==> src/rtl/rr_arbiter_8.sv <==
// 8-way round-robin arbiter with a rotating priority pointer, done-driven release
// and a watchdog that force-releases a grant held for MAX_HOLD cycles.
module rr_arbiter_8 #(
    parameter int MAX_HOLD = 16
) (
    input  logic       clk,
    input  logic       rst,
    input  logic [7:0] req,
    input  logic       done,
    output logic [7:0] grant,
    output logic [2:0] grant_idx,
    output logic       grant_valid,
    output logic       timeout
);

    typedef enum logic {IDLE, BUSY} state_t;

    state_t     state_q, state_d;
    logic [2:0] ptr_q, ptr_d;
    logic [2:0] idx_q, idx_d;
    logic [7:0] grant_q, grant_d;
    logic [7:0] hold_q, hold_d;
    logic       valid_q, valid_d;
    logic       timeout_q, timeout_d;

    logic [7:0] arb_req;
    logic [7:0] rot_req;
    logic [7:0] win_onehot;
    logic [2:0] win_off;
    logic [2:0] winner;
    logic       win_any;
    logic       do_arb;

    // While busy the holder is masked so a release never re-grants the same requester.
    assign arb_req = (state_q == BUSY) ? (req & ~grant_q) : req;
    assign win_any = |arb_req;

    generate
        for (genvar gi = 0; gi < 8; gi++) begin : g_rot
            assign rot_req[gi]    = arb_req[ptr_q + 3'(gi)];
            assign win_onehot[gi] = (winner == 3'(gi));
        end
    endgenerate

    always_comb begin
        win_off = 3'd0;
        for (int i = 7; i >= 0; i--) begin
            if (rot_req[i]) win_off = 3'(i);
        end
    end

    assign winner = ptr_q + win_off;

    always_comb begin
        state_d   = state_q;
        ptr_d     = ptr_q;
        idx_d     = idx_q;
        grant_d   = grant_q;
        hold_d    = hold_q;
        valid_d   = valid_q;
        timeout_d = 1'b0;
        do_arb    = 1'b0;

        case (state_q)
            IDLE: begin
                do_arb = 1'b1;
            end
            BUSY: begin
                if (done) begin
                    do_arb = 1'b1;
                end else if (hold_q == 8'(MAX_HOLD - 1)) begin
                    do_arb    = 1'b1;
                    timeout_d = 1'b1;
                end else begin
                    hold_d = hold_q + 8'd1;
                end
            end
            default: begin
                state_d = IDLE;
            end
        endcase

        if (do_arb) begin
            hold_d = 8'd0;
            if (win_any) begin
                state_d = BUSY;
                idx_d   = winner;
                grant_d = win_onehot;
                valid_d = 1'b1;
                ptr_d   = winner + 3'd1;
            end else begin
                state_d = IDLE;
                idx_d   = 3'd0;
                grant_d = 8'h00;
                valid_d = 1'b0;
            end
        end
    end

    always_ff @(posedge clk) begin
        if (rst) begin
            state_q   <= IDLE;
            ptr_q     <= 3'd0;
            idx_q     <= 3'd0;
            grant_q   <= 8'h00;
            hold_q    <= 8'd0;
            valid_q   <= 1'b0;
            timeout_q <= 1'b0;
        end else begin
            state_q   <= state_d;
            ptr_q     <= ptr_d;
            idx_q     <= idx_d;
            grant_q   <= grant_d;
            hold_q    <= hold_d;
            valid_q   <= valid_d;
            timeout_q <= timeout_d;
        end
    end

    assign grant       = grant_q;
    assign grant_idx   = idx_q;
    assign grant_valid = valid_q;
    assign timeout     = timeout_q;

endmodule

==> config.mk <==
export PLATFORM = sky130hd
export DESIGN_NAME = rr_arbiter_8
export DESIGN_NICKNAME = d
export VERILOG_FILES = /design/src/rtl/rr_arbiter_8.sv
export SDC_FILE = /design/constraint.sdc
export NUM_CORES = 1
export LEC_CHECK = 0
export CAP_MARGIN = 20
export CORE_UTILIZATION = 50
export DETAILED_ROUTE_END_ITERATION = 10
export PLACE_DENSITY_LB_ADDON = 0.12
export SYNTH_ARGS = -nofsm -noshare
export SYNTH_HDL_FRONTEND = slang
export SYNTH_SLANG_ARGS = --single-unit
==> constraint.sdc <==
create_clock -name clk -period 7.6 [get_ports clk]
set_input_delay 1.14 -clock clk [delete_from_list [all_inputs] [get_ports clk]]
set_output_delay 1.14 -clock clk [all_outputs]
set_load 0.02 [all_outputs]
# Yosys cells after proc, flatten, opt, wreduce, memory -nomap -nowiden
# Cells that the tools add are included.
# Widths: inputs -> output; s select.
dict set report classes {
  addsub 10
  magnitude_cmp 8
  eq_ne 8
  n_mux 31
  n_bitwise 5
  reduce_logical 6
}
# op n
set ops {}
lappend ops {{$lt 3x4->1 const B} 8}
lappend ops {{$mux 3} 9}
lappend ops {{$bmux 1 s3} 8}
lappend ops {{$mux 8} 2}
lappend ops {{$add 3x3->3 const B} 4}
lappend ops {{$eq 3x3->1 const B} 4}
lappend ops {{$mux 1} 11}
lappend ops {{$add 8x1->8 const B} 1}
lappend ops {{$and 8x8->8} 1}
lappend ops {{$eq 8x4->1 const B} 1}
lappend ops {{$not 8->8} 1}
lappend ops {{$reduce_or 8->1} 1}
lappend ops {{$add 3x1->3 const B} 2}
lappend ops {{$add 3x2->3 const B} 2}
lappend ops {{$eq 3x2->1 const B} 2}
lappend ops {{$add 3x3->3} 1}
lappend ops {{$eq 3x1->1 const B} 1}
lappend ops {{$logic_not 3->1} 1}
lappend ops {{$not 1->1} 3}
lappend ops {{$reduce_and 3->1} 1}
lappend ops {{$reduce_or 3->1} 1}
lappend ops {{$pmux 1 s2} 1}
lappend ops {{$reduce_and 2->1} 1}
lappend ops {{$reduce_or 2->1} 1}
dict set report word_totals {
  register_bits 24
  out_inout_bits 13
  word_cells 74
}

# Longest topological paths before layout
dict set report logic_depth {
  ltp_word 16
  depth_mapped 17
}

# Worst setup path before layout
# OpenSTA, ideal clock, no wires.
dict set report synth_timing {
  path_kind {input port to flip-flop}
  from {input req[7]}
  to {register ptr_q[2]}
  setup_time_ps 124
  arrival_ps 4023
  path_slack_ps 3452
  path_stages 15
  path_buffers 0
  cell_sequence {a21boi_2 > mux4_1 > mux2_2 > o21ai_0 > a21oi_1 > o21ai_0 > ha_1 > inv_1 > fa_1 > xnor2_1 > a21oi_1 > nor2_1 > ha_1 > mux2i_1 > nor2_1}
}
dict set report synth_via {
  elab_chain_len 14
}
# item line_no
set synth_rtl {}
lappend synth_rtl {{start, declared} 8} ;# input logic [7:0] req,
lappend synth_rtl {{$and 8x8->8} 35} ;# assign arb_req = (state_q == BUSY) ? (req & ~grant_q) : req;
lappend synth_rtl {{$mux 8 (*)} 35}
lappend synth_rtl {{$bmux 1 s3} 40} ;# assign rot_req[gi] = arb_req[ptr_q + 3'(gi)];
lappend synth_rtl {{$mux 1 (implied by the code)} 40}
lappend synth_rtl {{$mux 3 (8 in a row)} 48} ;# if (rot_req[i]) win_off = 3'(i);
lappend synth_rtl {{$add 3x3->3} 52} ;# assign winner = ptr_q + win_off;
lappend synth_rtl {{$add 3x1->3} 90} ;# ptr_d = winner + 3'd1;
lappend synth_rtl {{end signal, assigned} 111} ;# ptr_q <= ptr_d;
lappend synth_rtl {{end, declared} 19} ;# logic [2:0] ptr_q, ptr_d;
# Every way passes the cells marked *; elsewhere a longest branch is shown, timed or not. The select of a mux whose other input is x is not followed.
# A chain may end at the register's enable or synchronous reset.

# Final worst setup path
dict set report layout_timing {
  from {input req[4]}
  to {register ptr_q[2]}
}
# The elaborated chain is that of the path after synthesis.

==> run summary <==
Via density per instance: 6.00. After layout, the worst setup slack is 2940 ps. The die covers 0.00383 mm^2. The total area inside the core boundary comes to 0.00339 mm^2. The synthesized instance count came out at 194. Startpoint type of the worst setup path: a primary input. Detailed placement ended at an HPWL of 3270 um. On the final layout, the worst clock skew is 12.5 ps. The logs give 0.245 for the total global-route track usage and 0.114 for the clock network fraction of design power. The run gives 0 as the initial antenna violation count.

For the total number of vias, the log shows 1566. The tools report the pre-CTS setup slack as 2640 ps. For this design the total switching power over the nets is 0.382 mW.

CTS saw 24 sinks. The remaining number of nets flagged by the antenna check after routing came out at 0. After synthesis, the largest family of logic cells by area is simple AND/OR/NAND/NOR gates. The tools report the register share of total power as 0.225. The share of synthesized area occupied by flip-flops and latches is 0.268. The critical path is of the in2reg type. The endpoint required time on the critical path is 7830 ps, and the post-layout minimum cycle time is 4660 ps. For the number of fill cells, the log shows 274. The library cell occupying the most area in the post-synthesis netlist was dfxtp_1. For the pin with the worst max-slew slack, the measured transition is 866 ps.

The leakage component of the power is 0.811 nW, and the share of synthesized cell area in and, or, nand and nor gates is 0.237. For the starting density of the core, the log shows 0.530. The run finished with clean final reports.

Switching power share of the total: 0.460. The largest net degree at the start of global routing is 15, and the number of nets in the finished design is 237. For this run, the number of Yosys warnings is 0. The biggest fanout along the worst timing path was 5. The logs give 0 for the overall overflow remaining after global route and 330 ps for the clock latency reported for the late side of the worst-skew pair. The run gives 0.661 as the combinational power share.

The logs give 0 for the number of max-cap violations and 0 ps for the final-layout setup total negative slack. The worst hold margin was 458 ps; the fraction of synthesized cell area in xor and xnor cells was 0.0439. The run gives 0 as the number of setup buffers added after CTS. Number of hold buffers added after cts: 0. The clock passes through at most 2 buffers. The run gives 0 as the final number of setup-violating endpoints. Leading register cell type out of synthesis: dfxtp_1.

The top cell type's share of synthesized area was 0.268. After synthesis the netlist holds a flip-flop and latch count of 24. The post-synthesis average cell area is 9.26 um^2. Path class of the lowest-slack min-delay path: reg2reg. The die is 61.9 um wide.

The run gives 0 as the number of cells upsized or downsized after cts. The tools report the cell at the root of the clock tree as clkbuf_4. Count of buffers inserted at the top-level ports: 23.

The number of failing hold endpoints at the final stage is 0, and the post-route clock period utilization is 0.613. From bottom edge to top edge, the die measures 61.9 um. The internal portion of the total power is 0.448 mW. The total number of H-tree levels was 1; the first-pass GRT wire length was 6870 um. The fraction of the mapped netlist area in compound gates was 0.134; the number of synthesized flops with an enable pin was 0. The endpoint class of the critical path is a register. The multiplexer area fraction after synthesis is 0.191, and the worst slew margin relative to its limit is 0.413.

TritonCTS built the clock tree. The number of pins exceeding their max-slew limit in the final report was 0. The power per unit of standard cell area was 398 mW/mm^2; the number of placement rows was 21. The adder and majority cell fraction of the synthesized area is 0.0739.

The number of antenna diodes in the final layout is 0. For the number of global-route vias before repair, the log shows 1514. The layout overhead on the synthesized area was 16.2%. The share of cells above drive strength 1 was 0.112; the detailed-routing iteration count for the pre-antenna-repair pass was 4.

The number of clock buffers added by TritonCTS is 3. The data arrival at the endpoint of the critical path is 4890 ps. After synthesis, the cell types taking the most area are dfxtp_1 27%, ha_1 6.3%, mux4_2 6.3%, nand3_1 4.7%, mux2i_1 4.5%.

The async set or reset register ratio after synthesis is 0, and the peak supply drop is 0.300 mV. The combined area of all synthesized cells came out at 0.00180 mm^2. The final layout contains routed wiring with a total length of 4200 um.

The DRC violation count after routing was 0. The number of top-level pins is 24. The count of unique library cells instantiated by Yosys was 47. When the netlist entered floorplanning its net count stood at 215. Setup repair after global routing left no endpoint under its margin. The multi-input combinational cells in the finished layout cover a total of 0.00122 mm^2. The DRC marker count from the first detailed-route iteration came out at 82.

Across the whole layout, storage elements account for 480 um^2. The weighted congestion reported at the end of routability-driven placement was 1.02; the clock transition at the register clock pins on the worst setup and hold paths after CTS was 140 ps. The final routed wire length divided by cell count is 16.1 um, and the fmax is 0.215 GHz.
-- state kept, by name, summed over array words and instances, names as in the netlist --
register	flops
grant	8
grant_idx	3
grant_valid	1
hold_q	8
ptr_q	3
timeout	1
-- cell type report --
cell class	count	area share
clock inverter	1	0.0144
multi-input combinational	153	0.585
sequential	24	0.230
tap	46	0.0276
timing repair buffer	23	0.110
inverter	11	0.0210
clock buffer	3	0.0108
-- cells in the mapped netlist, drive strengths merged, types with 6 or more instances --
cell and instances:
dfxtp 24, nand3 17, nor2 17, nand2 12
inv 11, nor3 10, o21ai 10, ha 9
a21boi 8, mux2i 8, mux4 8, nand2b 8
a21oi 6, mux2 6
-- per-stage QoR --
stage               cells  utilization  cell area, um^2  total power, mW
CTS                   261        0.615             2090            0.826
detailed placement    257        0.600             2030            0.727
floorplan             194            -             1800            0.609
global route          261        0.615             2090            0.898
finish                261        0.615             2090            0.829
global placement      257        0.600             2030            0.718
-- critical path: stages --
cell and delay (ps):
clkdlybuf4s50_1 470, a21boi_2 210, mux4_1 540, mux2_2 320, o21ai_0 190, a21oi_1 90, o21ai_0 180, ha_1 160
inv_1 50, fa_1 410, xnor2_1 420, a21oi_1 140, nor2_1 150, ha_1 230, mux2i_1 140, nor2_1 50
-- power groups by stage --
stage          logic (mW)  registers, mW  clock network, mW
2_1_floorplan       0.418          0.190                  0
3_3_place_gp        0.530          0.188                  0
3_5_place_dp        0.538          0.189                  0
4_1_cts             0.544          0.186             0.0956
5_1_grt             0.606          0.190              0.102
6_report            0.548          0.187             0.0948
-- cell usage in the layout (no fill, tap or decap), types with 2 or more instances in the layout --
| master | synthesis | layout |
|---|---|---|
| a211oi_1 | 2 | 2 |
| a21boi_1 | 5 | 5 |
| a21boi_2 | 3 | 3 |
| a21oi_1 | 6 | 6 |
| a22oi_1 | 3 | 3 |
| clkbuf_4 | 0 | 3 |
| clkdlybuf4s50_1 | 0 | 23 |
| dfxtp_1 | 24 | 24 |
| ha_1 | 9 | 9 |
| inv_1 | 10 | 10 |
| mux2_2 | 4 | 4 |
| mux2i_1 | 8 | 8 |
| mux4_1 | 3 | 3 |
| mux4_2 | 5 | 5 |
| nand2_1 | 12 | 12 |
| nand2b_1 | 8 | 8 |
| nand3_1 | 17 | 17 |
| nor2_1 | 17 | 17 |
| nor2b_1 | 2 | 2 |
| nor3_1 | 8 | 8 |
| nor4_1 | 2 | 2 |
| o2111ai_1 | 2 | 2 |
| o21ai_0 | 4 | 4 |
| o21ai_1 | 6 | 6 |
| xnor2_1 | 4 | 4 |
| xor2_1 | 5 | 5 |
-- final timing paths --
| kind | startpoint | to | slack [ps] | cells after the start |
|---|---|---|---|---|
| setup reg to reg | ptr_q[0] | ptr_q[2] | 3390 | 16 |
| hold / removal | hold_q[0] | hold_q[0] | 460 | 1 |
| hold reg to reg | hold_q[0] | hold_q[0] | 460 | 1 |
| setup / recovery | req[4] | ptr_q[2] | 2940 | 16 |
-- cell families (layout without fill, tap and decap cells) --
| logic type | count (synthesis) | count (layout) |
|---|---|---|
| buffers and inverters | 17 | 38 |
| and+or+nand+nor | 77 | 77 |
| muxes | 22 | 22 |
| DFF | 24 | 24 |
| adders and majority gates | 10 | 10 |
| AOI/OAI and AO/OA | 35 | 35 |
| xor gates and xnor gates | 9 | 9 |
-- routing by layer --
metal | vias up | GRT usage | wire (um) | share of wire
li1 | 753 | - | - | -
met4 | 0 | 0.0952 | 40 | 0.0095
met3 | 5 | 0.0311 | 225 | 0.054
met5 | - | 0 | 0 | 0
met1 | 749 | 0.325 | 1910 | 0.45
met2 | 59 | 0.407 | 2030 | 0.48
Power figures use the tool's default switching activity.
